<file path="src/rtl/mux4_rr_arbiter.sv">
// Round-robin arbiter over four requesters feeding a registered 4:1 data select.
// A grant is held until the downstream handshake, then passes to the next requester in rotation.
module mux4_rr_arbiter #(
  parameter int W = 5
) (
  input  logic         clk,
  input  logic         reset,
  input  logic [3:0]   req,
  input  logic [W-1:0] d0,
  input  logic [W-1:0] d1,
  input  logic [W-1:0] d2,
  input  logic [W-1:0] d3,
  input  logic         out_ready,
  output logic [3:0]   gnt,
  output logic [1:0]   sel,
  output logic [W-1:0] y,
  output logic         out_valid,
  output logic         dbg_state_o
);

  // Handshake: a beat transfers on a posedge where out_valid=1 and out_ready=1;
  // until then gnt/sel/y stay stable, whatever req does.
  typedef enum logic {IDLE = 1'b0, GRANT = 1'b1} state_e;

  state_e     state_q, state_d;
  logic [1:0] ptr_q, ptr_d;
  logic [1:0] sel_q, sel_d;
  logic [3:0] gnt_q, gnt_d;
  logic       valid_q, valid_d;
  logic [2:0] pick;

  // Returns {found, index}: first set bit of r searched from base+1 round to base.
  function automatic logic [2:0] rr_pick(input logic [3:0] r, input logic [1:0] base);
    logic [2:0] res;
    logic [1:0] idx;
    res = '0;
    for (int k = 4; k >= 1; k--) begin
      idx = base + 2'(k);
      if (r[idx]) res = {1'b1, idx};
    end
    return res;
  endfunction

  always_comb begin
    state_d = state_q;
    ptr_d   = ptr_q;
    sel_d   = sel_q;
    gnt_d   = gnt_q;
    valid_d = valid_q;
    pick    = '0;
    case (state_q)
      IDLE: begin
        pick = rr_pick(req, ptr_q);
        if (pick[2]) begin
          state_d = GRANT;
          sel_d   = pick[1:0];
          gnt_d   = 4'b0001 << pick[1:0];
          valid_d = 1'b1;
        end
      end
      GRANT: begin
        if (valid_q && out_ready) begin
          ptr_d = sel_q;
          // The requester just served is masked so others get a turn first.
          pick  = rr_pick(req & ~(4'b0001 << sel_q), sel_q);
          if (pick[2]) begin
            sel_d = pick[1:0];
            gnt_d = 4'b0001 << pick[1:0];
          end else begin
            state_d = IDLE;
            gnt_d   = '0;
            valid_d = 1'b0;
          end
        end
      end
      default: state_d = IDLE;
    endcase
  end

  always_ff @(posedge clk) begin
    if (reset) begin
      state_q <= IDLE;
      ptr_q   <= 2'd3;
      sel_q   <= 2'd0;
      gnt_q   <= '0;
      valid_q <= 1'b0;
    end else begin
      state_q <= state_d;
      ptr_q   <= ptr_d;
      sel_q   <= sel_d;
      gnt_q   <= gnt_d;
      valid_q <= valid_d;
    end
  end

  always_comb begin
    y = '0;
    if (valid_q) begin
      case (sel_q)
        2'd0:    y = d0;
        2'd1:    y = d1;
        2'd2:    y = d2;
        default: y = d3;
      endcase
    end
  end

  assign gnt         = gnt_q;
  assign sel         = sel_q;
  assign out_valid   = valid_q;
  assign dbg_state_o = state_q;

endmodule

</file>
<file path="config.mk">
export PLATFORM = sky130hd
export DESIGN_NAME = mux4_rr_arbiter
export DESIGN_NICKNAME = d
export VERILOG_FILES = /design/src/rtl/mux4_rr_arbiter.sv
export SDC_FILE = /design/constraint.sdc
export NUM_CORES = 1
export LEC_CHECK = 0
export BUFFER_PORTS_ARGS = -buffer_cell sky130_fd_sc_hd__buf_2
export CAP_MARGIN = 40
export CELL_PAD_IN_SITES_DETAIL_PLACEMENT = 0
export CELL_PAD_IN_SITES_GLOBAL_PLACEMENT = 1
export CORE_MARGIN = 3
export CORE_UTILIZATION = 34
export CTS_CLUSTER_SIZE = 20
export DETAILED_ROUTE_END_ITERATION = 8
export GPL_TIMING_DRIVEN = 0
export MAX_ROUTING_LAYER = met4
export PLACE_DENSITY = 0.83
export REMOVE_ABC_BUFFERS = 1
export SYNTH_ARGS = -nofsm -noshare
export SYNTH_HDL_FRONTEND = slang
export SYNTH_SLANG_ARGS = --single-unit
</file>
<file path="constraint.sdc">
create_clock -name clk -period 2.9 [get_ports clk]
set_input_delay 0.435 -clock clk [delete_from_list [all_inputs] [get_ports clk]]
set_output_delay 0.435 -clock clk [all_outputs]
set_load 0.05 [all_outputs]
</file>
==> run summary, run 1 <==
global-route wire length before repair = 4420 um
Synth Area in Adders = 5.03%
largest family of logic cells by synthesized area = compound AO/OA/AOI/OAI gates
post-synthesis average cell area = 7.66 sq um
worst vdd ir = 0.331 mV
fin crit share = 90.9%
vias in the first global route = 998
unrepaired setup endpoints after global routing = no
Hold Slack = 0.456 ns
gr usage total = 16.1%
vias post-DR = 1169
number of remaining DRC errors = 0
yosys warns = 0
setup bufs post-CTS = 0
Post-synth EDFFs = 0
share of layout cells above drive strength 1 = 33.3%
Die Ht = 60.1 um
post-DP HPWL = 2240 um
Pleak = 0.000542 uW
sequential share of the synthesized area = 20.1%
Top FF cell, synth = dfxtp_1
Die Wd = 60.1 um
Worst Tran Pin Value = 0.480 ns
I/O Pins = 40
Initial Util = 35.8%
Synth Area in XOR/XNOR = 0%
CP peak stage delay = 0.50 ns
Tmin final = 2.64 ns
Netlist Area Pre-Place = 996 sq um
post-route antenna net violation count = 0
crit path max-delay cell type = dfxtp_1
Hold Fails Final Rpt = 0
#FFs+latches synth = 10
CTS tree = built
largest net degree at the start of global routing = 14
# nets final = 201
final setup TNS = 0 ns
hold_sp = reset
crit-path cells = inv_1, ha_1, a222oi_1, o21ai_0, and2_1, buf_2
Post-Synthesis Cells = 130
worst hold-check path type = input pin to register
arrival time worst endpoint = 2.20 ns
PwrDens = 489 nW/um^2
Worst-Skew Late Latency = 0.27 ns
Finished Layout Cells = 199
CTS Buf Count = 3
Root Buffer Master = clkbuf_4
post-synthesis mux area share = 1.01%
CTS Sinks = 10
Clk pin slew, worst setup/hold paths = 0.06 ns
setup violators final = 0
Overflow after GRT = 0
Routed WL = 2860 um
GPL Wtd Cong = 0.860
max-cap viol count = 0
clock skew = 0.00251 ns
initial antenna violation count = 0
Worst setup SP type = register
relative slew slack = 67.5%
Crit. Startpoint = sel[1]
hold_buf cts = 0
die footprint = 3610 sq um
Max Slew Vio Count = 0
worst r2r src = sel[1]
vias per cell = 5.87
crit path max fanout = 7
Synth async-reset ratio = 0%
Tot Pwr = 605 uW
WL/cell = 14.4 um
CP required = 2.47 ns
Synth Area in Compound Gates = 42.5%
Ant. Diodes = 0
Cells after DPL = 196
CP Class = register to primary output
Crit. End Element = primary output
Fmax = 379 MHz
Netlist cell types = 40
router iterations before antenna repair = 4
simple-gate area share of the yosys netlist = 25.6%
H-tree depth = 1
CTS max path bufs = 2
# port buffers = 39
status = complete, no violations
Core Region = 2780 sq um
number of DRC markers in iteration 0 = 48
Core Rows = 19
area added between synthesis and finish = 24.4%
[registers in the layout (all words and copies together) (netlist names)]
name and count:
dbg_state_o 1, ptr_q 2, out_valid 1, sel 2
gnt 4
[Yosys cell counts (4+ instances only)]
| cell type | count | share of area [%] |
|---|---|---|
| nor2b_1 | 4 | 2.5 |
| a21oi_1 | 6 | 3.0 |
| o21ai_0 | 9 | 4.5 |
| dfxtp_1 | 10 | 20 |
| a222oi_1 | 5 | 5.0 |
| ha_1 | 4 | 5.0 |
| and2_1 | 5 | 3.1 |
| nor2_1 | 6 | 2.3 |
| nand2b_1 | 4 | 2.5 |
| nand2_1 | 21 | 7.9 |
| a31oi_1 | 4 | 2.5 |
| o22ai_1 | 6 | 3.8 |
| inv_1 | 8 | 3.0 |
[through the flow]
stage               setup WS (ns)  instance area, sq um  util [%]
floorplan                   0.397                   968         -
global placement            0.278                  1200      43.2
detailed placement          0.411                  1210      43.7
CTS                         0.121                  1240      44.5
global route                0.105                  1240      44.5
finish                      0.265                  1240      44.5
[final timing paths]
path                    to  slack [ns]  depth (start not counted)
setup / recovery      y[2]        0.26                          6
hold reg to reg   ptr_q[0]        0.51                          2
hold / removal      sel[1]        0.46                          2
setup reg to reg    sel[1]        0.59                          7
[where the power goes]
| part | total (uW) | leakage [uW] | switching (uW) | internal [uW] |
|---|---|---|---|---|
| logic | 337 | 0.000445 | 217 | 119 |
| registers | 174 | 0.0000833 | 20.6 | 154 |
| clock network | 94.2 | 0.0000138 | 46.2 | 47.9 |
| total | 605 | 0.000542 | 284 | 321 |
[timing repair]
item,CTS,global route
setup endpoints to repair,0,2
endpoints found under the hold margin,0,0
gates resized for setup,0,1
[area by class of cell]
type | count | area (sq um)
sequential | 10 | 201
clock buffer | 3 | 22.5
fill | 288 | 1540
timing repair buffer | 40 | 200
tap | 31 | 38.8
multi-input combinational | 107 | 746
inverter | 8 | 30.0
[per-layer routing]
metal,global-route usage [%],up-vias,routed length [um]
met1,18.1,542,1210
li1,-,574,-
met5,-,-,0
met3,1.51,8,201
met4,6.01,0,57
met2,29.2,45,1390
[cell usage in the layout (no fill, tap or decap), drive strengths merged, types with 4 or more instances in the layout]
cell and n:
buf 40, nand2 21, o21ai 10, dfxtp 10, inv 8, o22ai 7, nor2 6, a21oi 6
a222oi 5, and2 5, nor2b 5, a31oi 5, nand2b 4, ha 4
[cell families after synthesis]
family,after synthesis
muxes,1
and+or+nand+nor,48
AOI/OAI and AO/OA,54
adders and majority gates,4
DFF,10
buffers and inverters,13
[critical path: cells and delay by family, from the launching register on]
kind / cells / cell delay (ns)
flops: 1 / 0.50
buf+inv: 2 / 0.42
compound gates: 2 / 0.54
fa+ha+maj: 1 / 0.31
simple gates: 1 / 0.16
No activity file was read; power rests on OpenSTA's default activity.
==> inputs of run 2 (changes only) <==
CORE_MARGIN = 1   (was 3)
==> run summary, run 2 (synthesis gave the netlist of run 1 again) <==
Hold Fails Final Rpt = 0 (unchanged)
area added between synthesis and finish = 25.8% (was 24.4%)
router iterations before antenna repair = 4 (unchanged)
hold depth = 2 (unchanged)
Worst setup SP type = register (unchanged)
Core Rows = 19 (unchanged)
crit path max-delay cell type = dfxtp_1 (unchanged)
Max Slew Vio Count = 0 (unchanged)
worst vdd ir = 0.358 mV (was 0.331 mV)
Die Ht = 56.1 um (was 60.1 um)
number of remaining DRC errors = 0 (unchanged)
final setup TNS = 0 ns (unchanged)
H-tree depth = 1 (unchanged)
I/O Pins = 40 (unchanged)
hold_buf cts = 0 (unchanged)
WL/cell = 14.9 um (was 14.4 um)
crit-path cells = inv_1, ha_1, a222oi_1, o21ai_0, and2_1, buf_2 (unchanged)
PwrDens = 514 nW/um^2 (was 489 nW/um^2)
post-place instance area = 1210 sq um (unchanged)
Worst-Skew Late Latency = 0.27 ns (about the same)
GPL Wtd Cong = 0.950 (was 0.860)
most frequent cells in the layout = 40 x buf_2, 21 x nand2_1, 9 x o21ai_0, 9 x dfxtp_1, 8 x inv_1 (unchanged)
clock skew = 0.00356 ns (was 0.00251 ns)
Routed WL = 2970 um (was 2860 um)
worst hold-check path type = input pin to register (unchanged)
final worst slack = 0.254 ns (was 0.265 ns)
CP required = 2.47 ns (about the same)
# nets final = 201 (unchanged)
vias post-DR = 1156 (was 1169)
Initial Util = 36.1% (was 35.8%)
Clk pin slew, worst setup/hold paths = 0.07 ns (was 0.06 ns)
Fmax = 378 MHz (was 379 MHz)
worst slack, placed = 0.364 ns (was 0.411 ns)
relative slew slack = 67.0% (was 67.5%)
CTS max path bufs = 2 (unchanged)
global-route wire length before repair = 4880 um (was 4420 um)
largest net degree at the start of global routing = 14 (unchanged)
gr usage total = 19.9% (was 16.1%)
post-route antenna net violation count = 0 (unchanged)
commonest non-fill, non-tap cell in the layout = buf_2 (unchanged)
Ant. Diodes = 0 (unchanged)
Tot Pwr = 644 uW (was 605 uW)
status = complete, no violations (unchanged)
Worst Tran Pin Value = 0.487 ns (was 0.480 ns)
Core Region = 2760 sq um (was 2780 sq um)
CP Class = register to primary output (unchanged)
Tmin final = 2.65 ns (was 2.64 ns)
setup bufs post-CTS = 0 (unchanged)
Pleak = 0.000549 uW (was 0.000542 uW)
setup violators final = 0 (unchanged)
unrepaired setup endpoints after global routing = no (unchanged)
Worst Reg-to-Reg Cells = 7 (unchanged)
Crit. End Element = primary output (unchanged)
Design Area, Final = 1250 sq um (was 1240 sq um)
CTS tree = built (unchanged)
CTS Buf Count = 3 (unchanged)
# port buffers = 39 (unchanged)
crit path max fanout = 7 (unchanged)
fin crit share = 91.2% (was 90.9%)
Root Buffer Master = clkbuf_4 (unchanged)
number of DRC markers in iteration 0 = 77 (was 48)
post-DP HPWL = 2280 um (was 2240 um)
vias per cell = 5.78 (was 5.87)
CP peak stage delay = 0.51 ns (was 0.50 ns)
vias in the first global route = 1101 (was 998)
Die Wd = 56.1 um (was 60.1 um)
initial antenna violation count = 0 (unchanged)
die footprint = 3150 sq um (was 3610 sq um)
arrival time worst endpoint = 2.21 ns (was 2.20 ns)
share of layout cells above drive strength 1 = 33.7% (was 33.3%)
Largest register FFs = 4 (unchanged)
max-cap viol count = 0 (unchanged)
CTS Sinks = 10 (unchanged)
Overflow after GRT = 0 (unchanged)
## run 2: repair_timing
item                                   CTS  global route
endpoints found under the hold margin    0             0
resized for setup                        0             1
setup endpoints to repair                0             2
## run 2: path summary, 6_finish.rpt
check / slack (ns) / start / to
setup reg to reg: 0.53 / sel[1] / sel[1]
hold reg to reg: 0.51 / ptr_q[0] / ptr_q[0]
setup / recovery: 0.25 / sel[1] / y[0]
hold / removal: 0.46 / reset / sel[1]
## run 2: critical path: cells and delay by family, from the launching register on
family                   cells  cell delay (ns)
adder cells (fa/ha/maj)      1             0.31
AND/OR/NAND/NOR              1             0.16
AO/OA/AOI/OAI                2             0.54
flip-flops                   1             0.51
buffers and inverters        2             0.42
## run 2: power by group
| part | switching (uW) | internal, uW |
|---|---|---|
| clock network | 51.7 | 76.2 |
| logic | 221 | 120 |
| registers | 21.4 | 153 |
| total | 295 | 349 |
## run 2: area by class of cell
type,count,area (sq um)
Clock buffer,4,36.3
Fill cell,287,1510
Inverter,8,30.0
Multi-Input combinational cell,107,746
Sequential cell,10,201
Tap cell,31,38.8
Timing Repair Buffer,40,200
## run 2: per-layer routing
metal  part of all wire (%)  GRT usage [%]  up-vias  wire [um]
li1                       -              -      576          -
met1                     42           23.1      527       1260
met2                     50           34.9       45       1500
met3                    5.9           1.86        8        174
met4                    1.5           8.01        0         44
met5                      0              -        -          0
## run 2: through the flow
step	hold WS, ns	cells	utilization [%]
2_1_floorplan	0.470	125	-
3_3_place_gp	0.488	195	43.6
3_5_place_dp	0.500	196	44.1
4_1_cts	0.451	200	45.4
5_1_grt	0.461	200	45.4
6_report	0.463	200	45.4
==> inputs of run 3 (changes only) <==
CORE_MARGIN = 2   (was 1)
GPL_TIMING_DRIVEN = not set   (was 0)
PLACE_DENSITY = 0.87   (was 0.83)
==> run summary, run 3 (synthesis gave the netlist of run 1 again) <==
R2R Path End = gnt[1] (was sel[1])
Worst setup SP type = register (unchanged)
post-route antenna net violation count = 0 (unchanged)
vias per cell = 5.81 (was 5.78)
Tot Pwr = 646 uW (was 644 uW)
Pleak = 0.000546 uW (was 0.000549 uW)
Routed WL = 2940 um (was 2970 um)
CP Class = register to primary output (unchanged)
fin crit share = 92.0% (was 91.2%)
crit path max fanout = 13 (was 7)
I/O Pins = 40 (unchanged)
hold_sp = reset (unchanged)
CTS Sinks = 10 (unchanged)
status = complete, no violations (unchanged)
sequential cell area = 200 sq um (was 201 sq um)
CTS Buf Count = 3 (unchanged)
H-tree depth = 1 (unchanged)
share of layout cells above drive strength 1 = 32.5% (was 33.7%)
Fill cells = 281 (was 287)
largest net degree at the start of global routing = 14 (unchanged)
Overflow after GRT = 0 (unchanged)
most frequent cells in the layout = 39 x buf_2, 21 x nand2_1, 10 x dfxtp_1, 9 x o21ai_0, 8 x inv_1 (was 40 x buf_2, 21 x nand2_1, 9 x o21ai_0, 9 x dfxtp_1, 8 x inv_1)
Worst-Skew Late Latency = 0.28 ns (was 0.27 ns)
worst hold-check path type = input pin to register (unchanged)
Ant. Diodes = 0 (unchanged)
Clk pin slew, worst setup/hold paths = 0.08 ns (was 0.07 ns)
Root Buffer Master = clkbuf_4 (unchanged)
initial antenna violation count = 0 (unchanged)
Hold Path Sink = sel[1] (unchanged)
CTS max path bufs = 2 (unchanged)
worst r2r src = sel[0] (was sel[1])
final worst slack = 0.233 ns (was 0.254 ns)
final setup TNS = 0 ns (unchanged)
WL/cell = 14.7 um (was 14.9 um)
vias post-DR = 1161 (was 1156)
Initial Util = 35.8% (was 36.1%)
Core Region = 2780 sq um (was 2760 sq um)
worst slack, placed = 0.544 ns (was 0.364 ns)
clock skew = 0.00241 ns (was 0.00356 ns)
Core Rows = 19 (unchanged)
max-cap viol count = 0 (unchanged)
hold depth = 2 (unchanged)
Crit. End Element = primary output (unchanged)
Final Core Density = 44.8% (was 45.4%)
setup bufs post-CTS = 0 (unchanged)
worst vdd ir = 0.297 mV (was 0.358 mV)
R2R setup slack = 0.53 ns (about the same)
setup violators final = 0 (unchanged)
Tmin final = 2.67 ns (was 2.65 ns)
unrepaired setup endpoints after global routing = no (unchanged)
# nets final = 201 (unchanged)
global-route wire length before repair = 4680 um (was 4880 um)
Max Slew Vio Count = 0 (unchanged)
Post-CTS Resized = 0 (unchanged)
number of DRC markers in iteration 0 = 50 (was 77)
# port buffers = 39 (unchanged)
gr usage total = 18.5% (was 19.9%)
Largest register FFs = 4 (unchanged)
post-DP HPWL = 2280 um (about the same)
hold_buf cts = 0 (unchanged)
Worst Tran Pin Value = 0.483 ns (was 0.487 ns)
arrival time worst endpoint = 2.23 ns (was 2.21 ns)
Hold Fails Final Rpt = 0 (unchanged)
Worst Reg-to-Reg Cells = 7 (unchanged)
vias in the first global route = 1071 (was 1101)
GPL Wtd Cong = 0.897 (was 0.950)
CTS tree = built (unchanged)
number of remaining DRC errors = 0 (unchanged)
relative slew slack = 67.3% (was 67.0%)
CP required = 2.47 ns (about the same)
Die Wd = 58.1 um (was 56.1 um)
Fmax = 375 MHz (was 378 MHz)
area added between synthesis and finish = 25.1% (was 25.8%)
router iterations before antenna repair = 4 (unchanged)
PwrDens = 519 nW/um^2 (was 514 nW/um^2)
commonest non-fill, non-tap cell in the layout = buf_2 (unchanged)
die footprint = 3380 sq um (was 3150 sq um)
Die Ht = 58.1 um (was 56.1 um)
area occupied by multi-input gates = 738 sq um (was 746 sq um)
-- run 3: power breakdown --
| part | internal [uW] | switching [uW] | total (uW) |
|---|---|---|---|
| logic | 120 | 218 | 338 |
| registers | 153 | 20.1 | 173 |
| clock network | 76.4 | 59.1 | 136 |
| total | 349 | 297 | 646 |
-- run 3: how the worst max path moves through the flow --
stage / endpoint / startpoint / slack, ns / depth (start not counted)
after global routing: y[2] / sel[0] / 0.07 / 6
final: y[2] / sel[0] / 0.23 / 6
after floorplan: sel[1] / sel[0] / 0.40 / 7
after detailed placement: y[2] / sel[0] / 0.54 / 6
after CTS: y[2] / sel[0] / 0.23 / 6
after global placement: y[3] / sel[0] / 0.60 / 6
-- run 3: layout make-up --
class	count	share of cell area (%)
Inverter	8	2.41
Tap cell	31	3.11
Sequential cell	10	16.1
Multi-Input combinational cell	107	59.2
Clock buffer	4	2.91
Timing Repair Buffer	40	16.3
-- run 3: metal layers --
layer	wire (um)	vias to the layer above	part of all wire [%]	global-route usage, %
li1	-	573	-	-
met1	1270	537	43	21.6
met2	1410	47	48	32.8
met3	221	4	7.5	2.90
met4	29	0	0.99	4.98
met5	0	-	0	-
-- run 3: per-stage QoR --
stage          area [sq um]  cells  hold slack [ns]
2_1_floorplan           968    125            0.470
3_3_place_gp           1210    196            0.514
3_5_place_dp           1210    196            0.508
4_1_cts                1250    200            0.450
5_1_grt                1250    200            0.461
6_report               1250    200            0.449
-- run 3: worst max-delay path, stage by stage, from the launching register on --
cell	delay, ns
dfxtp_1	0.56
inv_1	0.18
ha_1	0.33
a222oi_1	0.39
o21ai_0	0.12
and2_1	0.17
buf_2	0.20
